[src/rtl/cu_pkg.sv]
// Shared opcode encodings, ALU function codes and the decoded control bundle
// for the decode-stage control unit.
package cu_pkg;

    localparam int unsigned OPW  = 9;
    localparam int unsigned ALUW = 4;

    localparam logic [OPW-1:0] NOP_OP  = 9'h000;
    localparam logic [OPW-1:0] SETC_OP = 9'h001;
    localparam logic [OPW-1:0] CLRC_OP = 9'h002;
    localparam logic [OPW-1:0] NOT_OP  = 9'h020;
    localparam logic [OPW-1:0] INC_OP  = 9'h021;
    localparam logic [OPW-1:0] DEC_OP  = 9'h022;
    localparam logic [OPW-1:0] OUT_OP  = 9'h023;
    localparam logic [OPW-1:0] IN_OP   = 9'h024;
    localparam logic [OPW-1:0] MOV_OP  = 9'h040;
    localparam logic [OPW-1:0] ADD_OP  = 9'h041;
    localparam logic [OPW-1:0] SUB_OP  = 9'h042;
    localparam logic [OPW-1:0] AND_OP  = 9'h043;
    localparam logic [OPW-1:0] OR_OP   = 9'h044;
    localparam logic [OPW-1:0] SHL_OP  = 9'h045;
    localparam logic [OPW-1:0] SHR_OP  = 9'h046;
    localparam logic [OPW-1:0] PUSH_OP = 9'h060;
    localparam logic [OPW-1:0] POP_OP  = 9'h061;
    localparam logic [OPW-1:0] LDM_OP  = 9'h062;
    localparam logic [OPW-1:0] LDD_OP  = 9'h063;
    localparam logic [OPW-1:0] STD_OP  = 9'h064;
    localparam logic [OPW-1:0] JZ_OP   = 9'h080;
    localparam logic [OPW-1:0] JN_OP   = 9'h081;
    localparam logic [OPW-1:0] JC_OP   = 9'h082;
    localparam logic [OPW-1:0] JMP_OP  = 9'h084;
    localparam logic [OPW-1:0] CALL_OP = 9'h086;
    localparam logic [OPW-1:0] RET_OP  = 9'h088;

    localparam logic [ALUW-1:0] ALU_NOP   = 4'b0000;
    localparam logic [ALUW-1:0] ALU_SETC  = 4'b0001;
    localparam logic [ALUW-1:0] ALU_CLRC  = 4'b0010;
    localparam logic [ALUW-1:0] ALU_PASS  = 4'b0011;
    localparam logic [ALUW-1:0] ALU_PASSB = 4'b0100;
    localparam logic [ALUW-1:0] ALU_NOT   = 4'b0101;
    localparam logic [ALUW-1:0] ALU_INC   = 4'b0110;
    localparam logic [ALUW-1:0] ALU_DEC   = 4'b0111;
    localparam logic [ALUW-1:0] ALU_ADD   = 4'b1000;
    localparam logic [ALUW-1:0] ALU_SUB   = 4'b1001;
    localparam logic [ALUW-1:0] ALU_AND   = 4'b1010;
    localparam logic [ALUW-1:0] ALU_OR    = 4'b1011;
    localparam logic [ALUW-1:0] ALU_SHL   = 4'b1100;
    localparam logic [ALUW-1:0] ALU_SHR   = 4'b1101;

    typedef struct packed {
        logic            branch;
        logic            data_read;
        logic            data_write;
        logic            dmr;
        logic            dmw;
        logic            ioe;
        logic            ior;
        logic            iow;
        logic            stack_op;
        logic            push_pop;
        logic            pass_imm;
        logic [ALUW-1:0] alu;
    } ctrl_t;

endpackage

[src/rtl/control_unit.sv]
// Decode-stage control unit: combinational opcode-to-strobe decode feeding ID/EX,
// plus a sticky registered flag recording any undefined opcode seen.
module control_unit
    import cu_pkg::*;
(
    input  logic            clk,
    input  logic            rst_n,
    input  logic [OPW-1:0]  opcode,
    output logic            branch,
    output logic            data_read,
    output logic            data_write,
    output logic            DMR,
    output logic            DMW,
    output logic            IOE,
    output logic            IOR,
    output logic            IOW,
    output logic            stack_operation,
    output logic            push_pop,
    output logic            pass_immediate,
    output logic [ALUW-1:0] alu_function,
    output logic            illegal_op
);

    ctrl_t ctrl_c;
    logic  legal_c;
    logic  illegal_d;
    logic  illegal_q;

    // Opcode decode; undefined encodings fall to the default arm as a NOP.
    always_comb begin
        ctrl_c  = '0;
        legal_c = 1'b1;
        case (opcode)
            NOP_OP:  ctrl_c.alu = ALU_NOP;
            SETC_OP: ctrl_c.alu = ALU_SETC;
            CLRC_OP: ctrl_c.alu = ALU_CLRC;
            NOT_OP, INC_OP, DEC_OP,
            MOV_OP, ADD_OP, SUB_OP, AND_OP, OR_OP, SHL_OP, SHR_OP: begin
                ctrl_c.data_read  = 1'b1;
                ctrl_c.data_write = 1'b1;
                case (opcode)
                    NOT_OP:  ctrl_c.alu = ALU_NOT;
                    INC_OP:  ctrl_c.alu = ALU_INC;
                    DEC_OP:  ctrl_c.alu = ALU_DEC;
                    MOV_OP:  ctrl_c.alu = ALU_PASS;
                    ADD_OP:  ctrl_c.alu = ALU_ADD;
                    SUB_OP:  ctrl_c.alu = ALU_SUB;
                    AND_OP:  ctrl_c.alu = ALU_AND;
                    OR_OP:   ctrl_c.alu = ALU_OR;
                    SHL_OP:  ctrl_c.alu = ALU_SHL;
                    default: ctrl_c.alu = ALU_SHR;
                endcase
            end
            OUT_OP: begin
                ctrl_c.data_read = 1'b1;
                ctrl_c.ioe       = 1'b1;
                ctrl_c.iow       = 1'b1;
                ctrl_c.alu       = ALU_PASSB;
            end
            IN_OP: begin
                ctrl_c.data_write = 1'b1;
                ctrl_c.ioe        = 1'b1;
                ctrl_c.ior        = 1'b1;
                ctrl_c.alu        = ALU_NOP;
            end
            PUSH_OP: begin
                ctrl_c.data_read = 1'b1;
                ctrl_c.dmw       = 1'b1;
                ctrl_c.stack_op  = 1'b1;
                ctrl_c.push_pop  = 1'b1;
                ctrl_c.alu       = ALU_PASSB;
            end
            POP_OP: begin
                ctrl_c.data_write = 1'b1;
                ctrl_c.dmr        = 1'b1;
                ctrl_c.stack_op   = 1'b1;
                ctrl_c.alu        = ALU_NOP;
            end
            LDM_OP: begin
                ctrl_c.data_write = 1'b1;
                ctrl_c.dmr        = 1'b1;
                ctrl_c.pass_imm   = 1'b1;
                ctrl_c.alu        = ALU_PASS;
            end
            LDD_OP: begin
                ctrl_c.data_read  = 1'b1;
                ctrl_c.data_write = 1'b1;
                ctrl_c.dmr        = 1'b1;
                ctrl_c.alu        = ALU_PASS;
            end
            STD_OP: begin
                ctrl_c.data_read = 1'b1;
                ctrl_c.dmw       = 1'b1;
                ctrl_c.alu       = ALU_PASS;
            end
            JZ_OP, JN_OP, JC_OP: begin
                ctrl_c.branch    = 1'b1;
                ctrl_c.data_read = 1'b1;
                ctrl_c.alu       = ALU_PASSB;
            end
            JMP_OP, CALL_OP: begin
                ctrl_c.branch = 1'b1;
                ctrl_c.alu    = ALU_PASSB;
            end
            RET_OP: begin
                ctrl_c.branch = 1'b1;
                ctrl_c.alu    = ALU_NOP;
            end
            default: begin
                ctrl_c  = '0;
                legal_c = 1'b0;
            end
        endcase
    end

    assign illegal_d = illegal_q | ~legal_c;

    // Sticky debug flag; only a reset clears it.
    always_ff @(posedge clk or negedge rst_n) begin
        if (!rst_n) begin
            illegal_q <= 1'b0;
        end else begin
            illegal_q <= illegal_d;
        end
    end

    assign branch          = ctrl_c.branch;
    assign data_read       = ctrl_c.data_read;
    assign data_write      = ctrl_c.data_write;
    assign DMR             = ctrl_c.dmr;
    assign DMW             = ctrl_c.dmw;
    assign IOE             = ctrl_c.ioe;
    assign IOR             = ctrl_c.ior;
    assign IOW             = ctrl_c.iow;
    assign stack_operation = ctrl_c.stack_op;
    assign push_pop        = ctrl_c.push_pop;
    assign pass_immediate  = ctrl_c.pass_imm;
    assign alu_function    = ctrl_c.alu;
    assign illegal_op      = illegal_q;

endmodule

[config.mk]
export PLATFORM = sky130hd
export DESIGN_NAME = control_unit
export DESIGN_NICKNAME = d
export VERILOG_FILES = /design/src/rtl/cu_pkg.sv /design/src/rtl/control_unit.sv
export SDC_FILE = /design/constraint.sdc
export NUM_CORES = 1
export LEC_CHECK = 0
export CAP_MARGIN = 20
export CORE_MARGIN = 2
export CORE_UTILIZATION = 39
export CTS_CLUSTER_DIAMETER = 50
export DETAILED_ROUTE_END_ITERATION = 8
export PLACE_DENSITY = 0.76
export SETUP_SLACK_MARGIN = 0.15
export SYNTH_ARGS = -nofsm -noshare
export SYNTH_HDL_FRONTEND = slang
export SYNTH_SLANG_ARGS = --single-unit
[constraint.sdc]
create_clock -name clk -period 1.2 [get_ports clk]
set_input_delay 0.24 -clock clk [delete_from_list [all_inputs] [get_ports clk]]
set_output_delay 0.24 -clock clk [all_outputs]
set_load 0.01 [all_outputs]
# After elaboration in Yosys (flattened, before gate mapping)
# Index checks and enable logic that the tools add are counted.
# classes
n_eq_ne	25
n_mux	14
bitwise	2
n_reduce_logical	12
# ops
op	count
== test 9 x 7 -> 1 bit, second input constant	12
== test 9 x 8 -> 1 bit, second input constant	6
== test 9 x 6 -> 1 bit, second input constant	5
one-hot mux 4 bit (9 select lines)	1
OR reduction 26 bit	1
one-hot mux 4 bit (5 select lines)	1
OR reduction 17 bit	1
OR reduction 14 bit	1
two-way mux 1 bit	12
OR reduction 10 bit	1
== test 9 x 1 -> 1 bit, second input constant	1
== test 9 x 2 -> 1 bit, second input constant	1
zero test 9 bit	1
OR reduction 7 bit	1
OR reduction 2 bit	3
OR reduction 3 bit	2
OR reduction 6 bit	1
NOT 1 bit	1
bitwise OR 1 bit	1
# totals
regBits	1
inputBits	11
output_inout_bits	16
word_cells	54

# Longest topological paths before layout
# logic_depth
depth_word	5
depth_mapped	6
ltp_nobuf	4

# Least setup slack after synthesis
# Ideal clock, no wire load.
# synth_timing
path_kind	input to output
start	input opcode[3]
end	output alu_function[0]
arrival_time_ps	1229
required_time_ps	960
setup_slack_ps	-269
cell_stages	4
n_path_buf	1
cell_sequence	clkbuf_2 > nor4_1 > o311ai_0 > a221oi_1
# synth_between
elab_chain_cells	3
word_cells_on_any_way	27
cone_classes	22 x eq/ne; 2 x mux; 3 x reduce/logical
# synth_rtl
item	line_no	rtl
start: declaration	control_unit.sv:8	input logic [OPW-1:0] opcode,
== test 9 x 7 -> 1 bit (tied with other cells)	control_unit.sv:33, control_unit.sv:41	
one-hot mux 4 bit (9 select lines) (tied with other cells)	control_unit.sv:41	case (opcode)
one-hot mux 4 bit (5 select lines) *	control_unit.sv:33	case (opcode)
end: declaration	control_unit.sv:20	output logic [ALUW-1:0] alu_function,
# Every way passes the cells marked *; elsewhere a longest branch is shown, timed or not.

# Worst setup path after layout
# layout_timing
start	input opcode[8]
end	output data_read
# layout_between
elab_chain_cells	3
word_cells_on_any_way	19
cone_classes	17 x eq/ne; 1 x mux; 1 x reduce/logical
# layout_rtl
item	line_no	rtl
== test 9 x 8 -> 1 bit (tied with other cells)	control_unit.sv:33	
OR reduction 17 bit (no source line) *	-	
two-way mux 1 bit *	control_unit.sv:33	
end: declaration	control_unit.sv:10	output logic data_read,
# Marks and branches as above.

==> metrics.md <==
| Metric | Value |
|---|---|
| Status | complete, but fails checks |
| Failing checks | negative setup slack |
| Io pins | 27 |
| Worst Tran Pin Value | 0.305 ns |
| Die Ht | 46.0 um |
| Setup TNS | -6.72 ns |
| Critical path arrival | 1.52 ns |
| Clk_lat worst skew | 0 ns |
| Hold Path Class | primary input to asynchronous set/reset pin |
| Worst-path fanout max | 3 |
| Setup ws final | -0.560 ns |
| Starting DRT DRC Count | 74 |
| Max stage delay on crit path | roughly 0.30 ns |
| Drt first pass iters | 4 |
| Vias in the first global route | 1209 |
| Diode count | 0 |
| Grt total ovfl | 0 |
| Initial Util | 0.407 |
| Port bufs | 26 |
| Post-synth cell types | 45 |
| Fin. Hold Viols | 0 |
| Avg Synthesized Cell Area | 6.75 sq um |
| Via count | about 1300 |
| Max-slew violation count | 0 |
| Vias/cell | between 6 and 7 |
| Die width | 46.0 um |
| Fin crit share | 1.47 |
| WL final | 4210 um |
| Startpoint Class | primary input |
| Global-route wire length before repair | 5450 um |
| WL per Instance | ~21 um |
| Crit Path Class | primary input to output port |
| Most frequent CP cell | nand3_1 |
| Synth Net Count | ~110 |
| EDFF count, synth | 0 |
| Syn-to-layout area delta | 122% |
| Synthesized area | slightly below 700 sq um |
| Synth Flop Type | dfrtp_1 |
| Post-route antenna net violation count | 0 |
| Final setup viols | 16 |
| Max reg flops | 1 |
| Placeable Area | 1690 sq um |
| Syn Inst Count | 102 |
| Critical path, cell by cell | buf_8 > buf_6 > buf_4 > nor4_4 > nand3_1 > nand3_1 > nand3b_1 > buf_2 |
| Worst Path Required | ~0.96 ns |
| Min Hold Slack | 0.389 ns |
| Post-DP HPWL | 2120 um |
| Layout cells sized above 1 | 0.657 |
| Pwr/cell area | 293 nW/um^2 |
| FF+latch count, synth | 1 |
| Clk_skew | 0 ns |
| DIE AREA | 2120 sq um |
| Critical path's slowest cell | nor4_4 |
| Min Tclk post-route | 1.76 ns |
| Leakage | 0.766 nW |
| Unrepaired setup endpoints after global routing | yes |
| Nets | 194 |
| Row count | 15 |
| Placed cell areas | approximately 1300 sq um |
| GRT Overall Usage | 0.355 |
| Headroom to the max-slew limit | 0.796 |
| Crit end category | output port |
| GP Congestion | ~0.94 |
| Register area share after synthesis | 0.0364 |
| Fmax | approximately 570 MHz |
| FFs w/ async S/R, synth | 1.00 |
| MaxCap Viol Count | 0 |
| Initial antenna violation count | 0 |
| Worst vdd ir | 0.225 mV |
| Largest net degree at the start of global routing | 11 |
| Fin area | approximately 1500 sq um |
| Ys Warns | 0 |
| Clock transition at the registers of the reported paths | 0 ns |
| DR DRC count | 0 |
==> Yosys cell counts, types with 2 or more instances <==
| master | instances | share of area |
|---|---|---|
| and2_1 | 2 | 0.018 |
| nand3_1 | 6 | 0.044 |
| buf_2 | 2 | 0.015 |
| o21ai_0 | 3 | 0.022 |
| nor4bb_1 | 2 | 0.029 |
| a21oi_1 | 5 | 0.036 |
| clkbuf_1 | 3 | 0.016 |
| xor2_1 | 2 | 0.025 |
| nand4_1 | 6 | 0.055 |
| nand2b_1 | 3 | 0.027 |
| nor3b_1 | 2 | 0.022 |
| nand2_1 | 8 | 0.044 |
| nor3_1 | 6 | 0.044 |
| buf_6 | 2 | 0.033 |
| inv_1 | 7 | 0.038 |
| o211ai_1 | 3 | 0.033 |
| nand3b_1 | 4 | 0.044 |
| buf_4 | 2 | 0.022 |
| nor2_1 | 8 | 0.044 |
==> final timing paths <==
| path | from | cells after the start | slack [ns] | to |
|---|---|---|---|---|
| worst max register to register | illegal_op$_DFF_PN0_ | 2 | 0.60 | illegal_op$_DFF_PN0_ |
| min in group clk | illegal_op$_DFF_PN0_ | 2 | 0.45 | illegal_op$_DFF_PN0_ |
| worst max-delay path | opcode[8] | 8 | -0.56 | data_read |
| max in group asynchronous | rst_n | 1 | 0.71 | illegal_op$_DFF_PN0_ |
| worst min-delay path | rst_n | 1 | 0.39 | illegal_op$_DFF_PN0_ |
| worst min register to register | illegal_op$_DFF_PN0_ | 2 | 0.45 | illegal_op$_DFF_PN0_ |
==> cells in the final DEF, fill, tap and decap left out, types with 4 or more instances in the layout <==
| master | n |
|---|---|
| nand3b_1 | 4 |
| buf_2 | 16 |
| nor2_1 | 6 |
| nand4_1 | 6 |
| inv_1 | 6 |
| nand3_1 | 4 |
| buf_4 | 52 |
| buf_6 | 15 |
| nand2_1 | 5 |
| a21oi_1 | 4 |
| nor3_2 | 5 |
==> layer usage <==
| layer | GRT usage | routed length, um | up-vias |
|---|---|---|---|
| li1 | - | - | 546 |
| met1 | 0.416 | 1540 | 583 |
| met2 | 0.608 | 1960 | 110 |
| met3 | 0.0516 | 411 | 39 |
| met4 | 0.194 | 296 | 0 |
| met5 | 0 | 0 | - |
==> logic make-up after synthesis <==
family,after synthesis,synth area share
flops,1,0.0364
simple gates,56,0.515
compound gates,25,0.276
mux,1,0.0164
xor+xnor,2,0.0255
buf+inv,17,0.131
==> power by group <==
part	leakage (nW)	switching, W	total (W)	internal [W]
clock network	0	0	0	0
logic	0.757	0.000212	0.000413	0.000201
registers	0.00875	0	0.0000343	0.0000343
==> critical path, delay by kind of cell <==
kind	cells	cell delay [ns]
buffers and inverters	4	0.50
and+or+nand+nor	4	0.78
==> stage by stage <==
| stage | setup slack [ns] | instances | util | power (W) |
|---|---|---|---|---|
| floorplan | -0.132 | 102 | - | 0.000177 |
| global placement | -1.29 | 177 | 0.743 | 0.000315 |
| detailed placement | -1.37 | 177 | 0.743 | 0.000326 |
| CTS | -0.525 | 194 | 0.839 | 0.000384 |
| global route | -0.610 | 198 | 0.906 | 0.000463 |
| finish | -0.560 | 198 | 0.906 | 0.000448 |
==> cell type report <==
cell class,count,area (sq um)
fill,71,159
inverter,7,26.3
multi-input combinational,84,747
sequential,1,25.0
tap,17,21.3
timing repair buffer,89,711
==> timing repair <==
action / in CTS / in global routing
hold buffers: 0 / 0
pin swaps: 25 / 7
gates resized for setup: 134 / 16
endpoints found under the setup margin: 17 / 16
cloned: 3 / 0
buffers inserted: 14 / 4
No activity file was read; power rests on OpenSTA's default activity.
